### src/rtl/uart_alu_pkg.sv
// uart_alu_pkg: shared state encoding, default widths and counter sizing for the UART/ALU frame controller
package uart_alu_pkg;
  typedef enum logic [2:0] {RX_A, RX_B, RX_OP, EXEC, TX} state_e;
  localparam int DEF_BYTE_W = 8;
  localparam int DEF_OPCODE_W = 6;
  function automatic int cnt_w(input int n);
    return (n > 1) ? $clog2(n) : 1;
  endfunction
endpackage

### src/rtl/uart_alu_frame_ctrl_frame_timer.sv
// frame_timer: saturating inter-byte idle counter; expired marks the idle cycle that reaches TIMEOUT_CYCLES
module frame_timer
  import uart_alu_pkg::*;
#(
  parameter int TIMEOUT_CYCLES = 1000
) (
  input  logic clk,
  input  logic reset,
  input  logic enable,
  input  logic clear,
  output logic expired
);
  localparam int TW = cnt_w(TIMEOUT_CYCLES + 1);
  localparam logic [TW-1:0] TMAX = TW'(TIMEOUT_CYCLES);
  logic [TW-1:0] cnt_q, cnt_d;
  // a clear in the same cycle always beats expiry
  always_comb begin
    cnt_d = (!enable || clear) ? '0 : (cnt_q == TMAX) ? cnt_q : cnt_q + 1'b1;
    expired = (TIMEOUT_CYCLES != 0) && enable && !clear && (cnt_q >= TMAX - 1'b1);
  end
  always_ff @(posedge clk) begin
    if (!reset) cnt_q <= '0;
    else cnt_q <= cnt_d;
  end
endmodule

### src/rtl/uart_alu_frame_ctrl.sv
// uart_alu_frame_ctrl: pops A/B/opcode frames from the RX FIFO, drives the ALU, serialises results into the TX FIFO
module uart_alu_frame_ctrl
  import uart_alu_pkg::*;
#(
  parameter int BYTE_W = DEF_BYTE_W,
  parameter int OPERAND_BYTES = 2,
  parameter int OPCODE_W = DEF_OPCODE_W,
  parameter int TIMEOUT_CYCLES = 1000
) (
  input  logic                              clk,
  input  logic                              reset,
  input  logic [BYTE_W-1:0]                 i_rx_data,
  input  logic                              i_rx_empty,
  output logic                              o_rx_rd,
  input  logic                              i_tx_full,
  output logic                              o_tx_wr,
  output logic [BYTE_W-1:0]                 o_tx_data,
  output logic [BYTE_W*OPERAND_BYTES-1:0]   o_op_a,
  output logic [BYTE_W*OPERAND_BYTES-1:0]   o_op_b,
  output logic [OPCODE_W-1:0]               o_op_code,
  input  logic [BYTE_W*OPERAND_BYTES-1:0]   i_alu_result,
  output logic                              o_busy,
  output logic                              o_frame_err
);
  localparam int W = BYTE_W * OPERAND_BYTES;
  localparam int IW = cnt_w(OPERAND_BYTES);
  localparam logic [IW-1:0] LAST = IW'(OPERAND_BYTES - 1);
  state_e state_q, state_d;
  logic [IW-1:0] idx_q, idx_d;
  logic [W-1:0] shadow_a_q, shadow_a_d, shadow_b_q, shadow_b_d;
  logic [W-1:0] op_a_q, op_a_d, op_b_q, op_b_d, result_q, result_d;
  logic [OPCODE_W-1:0] op_code_q, op_code_d;
  logic frame_err_q, frame_err_d;
  logic rx_state, rx_pop, tx_push, last, expired;
  frame_timer #(.TIMEOUT_CYCLES(TIMEOUT_CYCLES)) u_timer (
    .clk(clk),
    .reset(reset),
    .enable(rx_state && o_busy),
    .clear(rx_pop),
    .expired(expired)
  );
  always_comb begin
    rx_state = (state_q == RX_A) || (state_q == RX_B) || (state_q == RX_OP);
    rx_pop = rx_state && !i_rx_empty;
    tx_push = (state_q == TX) && !i_tx_full;
    last = idx_q == LAST;
    state_d = state_q;
    idx_d = idx_q;
    shadow_a_d = shadow_a_q;
    shadow_b_d = shadow_b_q;
    op_a_d = op_a_q;
    op_b_d = op_b_q;
    op_code_d = op_code_q;
    result_d = result_q;
    frame_err_d = 1'b0;
    if (expired) begin
      state_d = RX_A;
      idx_d = '0;
      shadow_a_d = '0;
      shadow_b_d = '0;
      frame_err_d = 1'b1;
    end else begin
      case (state_q)
        RX_A: if (rx_pop) begin
          shadow_a_d[int'(idx_q)*BYTE_W +: BYTE_W] = i_rx_data;
          idx_d = last ? '0 : idx_q + 1'b1;
          state_d = last ? RX_B : RX_A;
        end
        RX_B: if (rx_pop) begin
          shadow_b_d[int'(idx_q)*BYTE_W +: BYTE_W] = i_rx_data;
          idx_d = last ? '0 : idx_q + 1'b1;
          state_d = last ? RX_OP : RX_B;
        end
        // operands and opcode commit together so the ALU never sees a partial frame
        RX_OP: if (rx_pop) begin
          op_a_d = shadow_a_q;
          op_b_d = shadow_b_q;
          op_code_d = i_rx_data[OPCODE_W-1:0];
          state_d = EXEC;
        end
        EXEC: begin
          result_d = i_alu_result;
          idx_d = '0;
          state_d = TX;
        end
        TX: if (tx_push) begin
          idx_d = last ? '0 : idx_q + 1'b1;
          state_d = last ? RX_A : TX;
        end
        default: begin
          state_d = RX_A;
          idx_d = '0;
        end
      endcase
    end
  end
  always_ff @(posedge clk) begin
    if (!reset) begin
      state_q <= RX_A;
      idx_q <= '0;
      shadow_a_q <= '0;
      shadow_b_q <= '0;
      op_a_q <= '0;
      op_b_q <= '0;
      op_code_q <= '0;
      result_q <= '0;
      frame_err_q <= 1'b0;
    end else begin
      state_q <= state_d;
      idx_q <= idx_d;
      shadow_a_q <= shadow_a_d;
      shadow_b_q <= shadow_b_d;
      op_a_q <= op_a_d;
      op_b_q <= op_b_d;
      op_code_q <= op_code_d;
      result_q <= result_d;
      frame_err_q <= frame_err_d;
    end
  end
  assign o_rx_rd = rx_pop;
  assign o_tx_wr = tx_push;
  assign o_tx_data = result_q[int'(idx_q)*BYTE_W +: BYTE_W];
  assign o_op_a = op_a_q;
  assign o_op_b = op_b_q;
  assign o_op_code = op_code_q;
  assign o_busy = !(state_q == RX_A && idx_q == '0);
  assign o_frame_err = frame_err_q;
endmodule

### config.mk
export PLATFORM = sky130hd
export DESIGN_NAME = uart_alu_frame_ctrl
export DESIGN_NICKNAME = d
export VERILOG_FILES = /design/src/rtl/uart_alu_pkg.sv /design/src/rtl/uart_alu_frame_ctrl_frame_timer.sv /design/src/rtl/uart_alu_frame_ctrl.sv
export SDC_FILE = /design/constraint.sdc
export NUM_CORES = 1
export LEC_CHECK = 0
export BUFFER_PORTS_ARGS = -buffer_cell sky130_fd_sc_hd__buf_2
export CAP_MARGIN = 5
export CORE_ASPECT_RATIO = 1.1
export CORE_MARGIN = 10
export CORE_UTILIZATION = 49
export DETAILED_ROUTE_END_ITERATION = 7
export HOLD_SLACK_MARGIN = 0.03
export MAX_ROUTING_LAYER = met4
export PLACE_DENSITY_LB_ADDON = 0.25
export SYNTH_ARGS = -nofsm -noshare
export SYNTH_HDL_FRONTEND = slang
export SYNTH_SLANG_ARGS = --single-unit
export TNS_END_PERCENT = 30
### constraint.sdc
create_clock -name clk -period 1.6 [get_ports clk]
set_input_delay 0.32 -clock clk [delete_from_list [all_inputs] [get_ports clk]]
set_output_delay 0.32 -clock clk [all_outputs]
set_load 0.02 [all_outputs]
---- Word level (Yosys, flattened, before mapping) ----
Cells that the tools add are included.
Widths: inputs -> output; s select.
word-level totals
  input bits .............................. 28
  output and inout port bits .............. 50
  word-level logic and storage cells ...... 70
  flip-flop bits (word level) ............. 101
operators by class
  shift-type cells ........................ 3
  $lt $le $gt $ge ......................... 1
  add/sub/neg operators ................... 3
  reduce and logical (&&, ||, !) cells .... 24
  bitwise operators ....................... 4
  equality and inequality tests ........... 10
  mux-type cells .......................... 15
operators by type and width
  cell                     number
  $neg 4->33               1
  $shift 8x33->16 const A  1
  $shiftx 8x33->16         1
  $bwmux 16                2
  $shiftx 16x5->8          1
  $mux 3                   5
  $pmux 3 s5               1
  $add 10x1->10 const B    1
  $eq 10x10->1 const B     1
  $ge 10x10->1 const B     1
  $ne 2x1->1 const B       4
  $eq 3x2->1 const B       2
  $logic_and 1x1->1        6
  $reduce_and 2->1         3
  $reduce_and 3->1         2
  $reduce_or 2->1          3
  $logic_not 1->1          5
  $mux 1                   5
  $not 1->1                4
  $reduce_and 4->1         1
  $eq 3x1->1 const B       1
  $eq 3x3->1 const B       1
  $logic_not 3->1          1
  $logic_or 1x1->1         3
  4 further kinds          4

---- Longest topological paths before layout ----
  depth after elaboration ................. 9
  depth in mapped cells ................... 7
  depth with buffers taken out ............ 6

---- Modules after synthesis ----
A second synthesis with hierarchy kept.
unflattened totals
  cells, all modules ...................... 460
  area total of the unflattened synthesis .. 4244.1 um^2
by module, submodules not included
  module               times used  sequential area each (um^2)  cells each  area an instance (um^2)
  uart_alu_frame_ctrl  1           1821.7                       400         3719.8
  frame_timer          1           200.2                        60          524.3

---- Least setup slack after synthesis ----
Ideal clock, no wire load.
  path type ............................... register to output
  start ................................... reg idx_q
  end ..................................... out o_tx_data[0]
  buffers on the path ..................... 2
  cell stages (with the launch flop) ...... 4
  slack ................................... 83 ps
  arrival time ............................ 1197 ps
  required time ........................... 1280 ps
  cells stage by stage .................... dfxtp_1 > buf_2 > buf_1 > mux2_2
on the way
  longest elaborated chain between the ends .. 1
ends and longest elaborated chain
  element                 line                        text
  from (decl)             uart_alu_frame_ctrl.sv:29   logic [IW-1:0] idx_q, idx_d;
  from (signal assigned)  uart_alu_frame_ctrl.sv:110  idx_q <= idx_d;
  $shiftx 16x5->8         uart_alu_frame_ctrl.sv:122  assign o_tx_data = result_q[int'(idx_q)*BYTE_W +: BYTE_W];
  to (decl)               uart_alu_frame_ctrl.sv:17   output logic [BYTE_W-1:0] o_tx_data,
Every way passes these cells.

---- Final worst setup path ----
  start ................................... reg idx_q
  end ..................................... out o_tx_data[6]
Same word-level chain as after synthesis.

==> flow_summary.toml <==
[synthesis]
synth_warnings = 0
synthesis.nets = 486
synth_edf_count = 0
synth_area_leaders = "dfxtp_1, nand2_1, a21oi_1, mux2i_1, nor2_1"
yosysSeqAreaShare_pct = 51.83
netlist_area_mm2 = 0.003901
synth-seq-cells = 101
synthArstFlopShare_pct = 0
yosysTopAreaCell = "dfxtp_1"
ys_types = 33
synthTopCellsByCount = "nand2_1, dfxtp_1, a21oi_1"
synth_most_common_cell = "nand2_1"
synthFlopType = "dfxtp_1"
avgSynthCellArea_um2 = 8.555
syn_inst = 456
synth_top_area_share_pct = 51.83

[setup_path]
regToRegStartpoint = "state_q[2]"
crit_path_start_kind = "register"
cpPeakStageDelay_ns = 0.37
path_class = "register to primary output"
cp_cell_sequence = "buf_6 -> mux2_4 -> buf_6"
cp_slowest_cell = "dfxtp_4"
crit_path_frequent_cell = "buf_6"
path_delay_family = "flip-flops"
critPathCaptureType = "primary output"
path_buf_inv = 2
cp.required_ns = 1.28
worstSetupStartpoint = "idx_q"
path_max_fanout = 6
cp.arrival_ns = 1.32

[routing]
drt-total-wl_mm = 9.267
wl_met2_mm = 4.440
wl_met1_mm = 4.174
wire_per_inst_um = 14.08
via_per_inst = 5.035
drcViolationCount = 0
vias = 3313
drtIter0Drc = 105
wl_met3_um = 543
highest_layer = "met4"
dr.pass1.iters = 4
ant_nets = 0

[die]
core_area_mm2 = 0.007828
start_util_pct = 49.84
fp.dieH_um = 113.6
fp.dieArea_mm2 = 0.01193
rows = 34
die_w_um = 105.1
top_level_ports = 78

[pwr]
total_power_mw = 4.593
ir_drop_mv = 0.6023
p_per_area_mw_per_mm2 = 927.5
power_leakage_nw = 2.028

[final_layout]
fillers = 753
num_antenna_cells = 0
area.growth.synth_to_final_pct = 26.94
drive_above_1_share_pct = 27.64
finish.instance_area_mm2 = 0.004952
fin_nets = 575

[global_route]
grt_pass1_wl_mm = 15.65
antenna_found_initial = 0
grt_pass1_vias = 3246
grt_usage_pct = 16.04
overflow = 0
grt_max_degree = 39

[sta]
period_share_pct = 102.4
worst_slew_pin_slew_ns = 0.3491
hold_viol = 0
finalMaxSlewViolations = 0
setup_viol = 9
maxSlewHeadroom_pct = 76.72
fin_hold_ws_ns = 0.1919
finClkSkew_ns = 0.01727
fmax_mhz = 610.4
layout_setup_ws_ns = -0.03834
tns_ns = -0.2398
period_minus_slack_ns = 1.638
rsz0062_at_grt = "true"

[placed_design]
dpl_cell_area_mm2 = 0.004494
io_buffers = 77
hpwl_mm = 6.330
gp_congestion = 0.7620

[hold_path]
hold_class = "input port to register"
hp-start = "i_alu_result[13]"

[clock_network]
cts.sinks = 101
cts_tree = "done"
clk_pin_slew_worst_paths_ns = 0.09
htree_levels = 3
cts_buffers = 9
clk-insertion-delay-late_ns = 0.36
root_buffer = "clkbuf_8"
cts_buffer_depth = 2

[run_status]
failed_checks = "negative setup slack"
status = "finished, violations left"

[job]
maxCapViolCount = 0
## cell families (layout without fill, tap and decap cells)
logic type / after synthesis / count (layout) / synth area share, %
AO/OA/AOI/OAI: 70 / 70 / 9.493
XOR/XNOR: 8 / 8 / 1.796
adder cells (fa/ha/maj): 2 / 2 / 0.6413
buffers and inverters: 33 / 127 / 4.297
flip-flops: 101 / 101 / 51.83
multiplexers: 33 / 33 / 8.724
AND/OR/NAND/NOR: 209 / 209 / 23.22
## what timing repair did
action	in CTS	in global routing
gates resized for setup	39	18
buffers inserted	8	0
hold buffers	0	0
endpoints found under the setup margin	11	37
cloned	1	0
## final timing paths
| kind | to | slack [ns] | cells past startpoint |
|---|---|---|---|
| setup / recovery | o_tx_data[6] | -0.04 | 3 |
| hold / removal | result_q[13] | 0.19 | 3 |
| hold reg to reg | o_op_code[0] | 0.45 | 2 |
| setup reg to reg | shadow_a_q[12] | 0.07 | 5 |
## layer usage
metal,global-route usage (%),vias up
met2,25.86,79
met3,3.835,9
li1,-,1683
met5,-,-
met1,19.17,1542
met4,5.861,0
## area by class of cell
class	instances	area, um2	area share (%)
Tap cell	108	135.1	2.729
Clock inverter	7	80.08	1.617
Inverter	4	15.01	0.3032
Multi-Input combinational cell	322	1797	36.28
Sequential cell	101	2033	41.06
Timing Repair Buffer	107	768.2	15.51
Clock buffer	9	123.9	2.501
## placed cells by master (no fill, tap or decap), types with 2 or more instances in the layout
master and count:
ha_1 2, xor2_1 5, buf_2 66, dfxtp_1 96
dfxtp_2 3, xnor2_1 3, nor3_1 5, mux2_2 2
nand2_1 121, and4_1 2, clkbuf_8 9, and3_1 3
nor2_4 2, dfxtp_4 2, buf_12 5, buf_6 18
buf_4 18, nand3_1 13, nand3b_1 3, a21oi_1 67
nand4_1 2, inv_6 2, nand2b_1 4, nand2_2 2
inv_1 3, mux2_4 6, nor2_1 40, mux2i_1 25
## metrics by stage
| stage | std cells | setup WS [ns] | util, % |
|---|---|---|---|
| after floorplan | 456 | 0.08306 | - |
| after global placement | 633 | 0.07858 | 57.42 |
| after detailed placement | 633 | 0.05488 | 57.42 |
| after CTS | 658 | -0.06873 | 62.45 |
| after global routing | 658 | -0.08480 | 63.27 |
| final | 658 | -0.03834 | 63.27 |
## flip-flops by register name, indices dropped and copies added, names as in the netlist
signal,count
o_op_code,6
o_frame_err,1
shadow_a_q,16
u_timer.cnt_q,10
o_op_b,16
idx_q,1
o_op_a,16
state_q,3
result_q,16
shadow_b_q,16
## where the power goes
| part | internal (mW) | switching [mW] | total, mW |
|---|---|---|---|
| clock | 0.745 | 0.894 | 1.64 |
| sequential | 2.55 | 0.0260 | 2.58 |
| combinational | 0.177 | 0.201 | 0.378 |
| total | 3.47 | 1.12 | 4.59 |
## worst register-to-register path, stage by stage, from the launching register on
cell and delay [ns]:
dfxtp_2 0.33, nand2b_1 0.14, or3b_4 0.42, o21ai_4 0.28, buf_12 0.20, nor2_1 0.06
No activity file was read; power rests on OpenSTA's default activity.
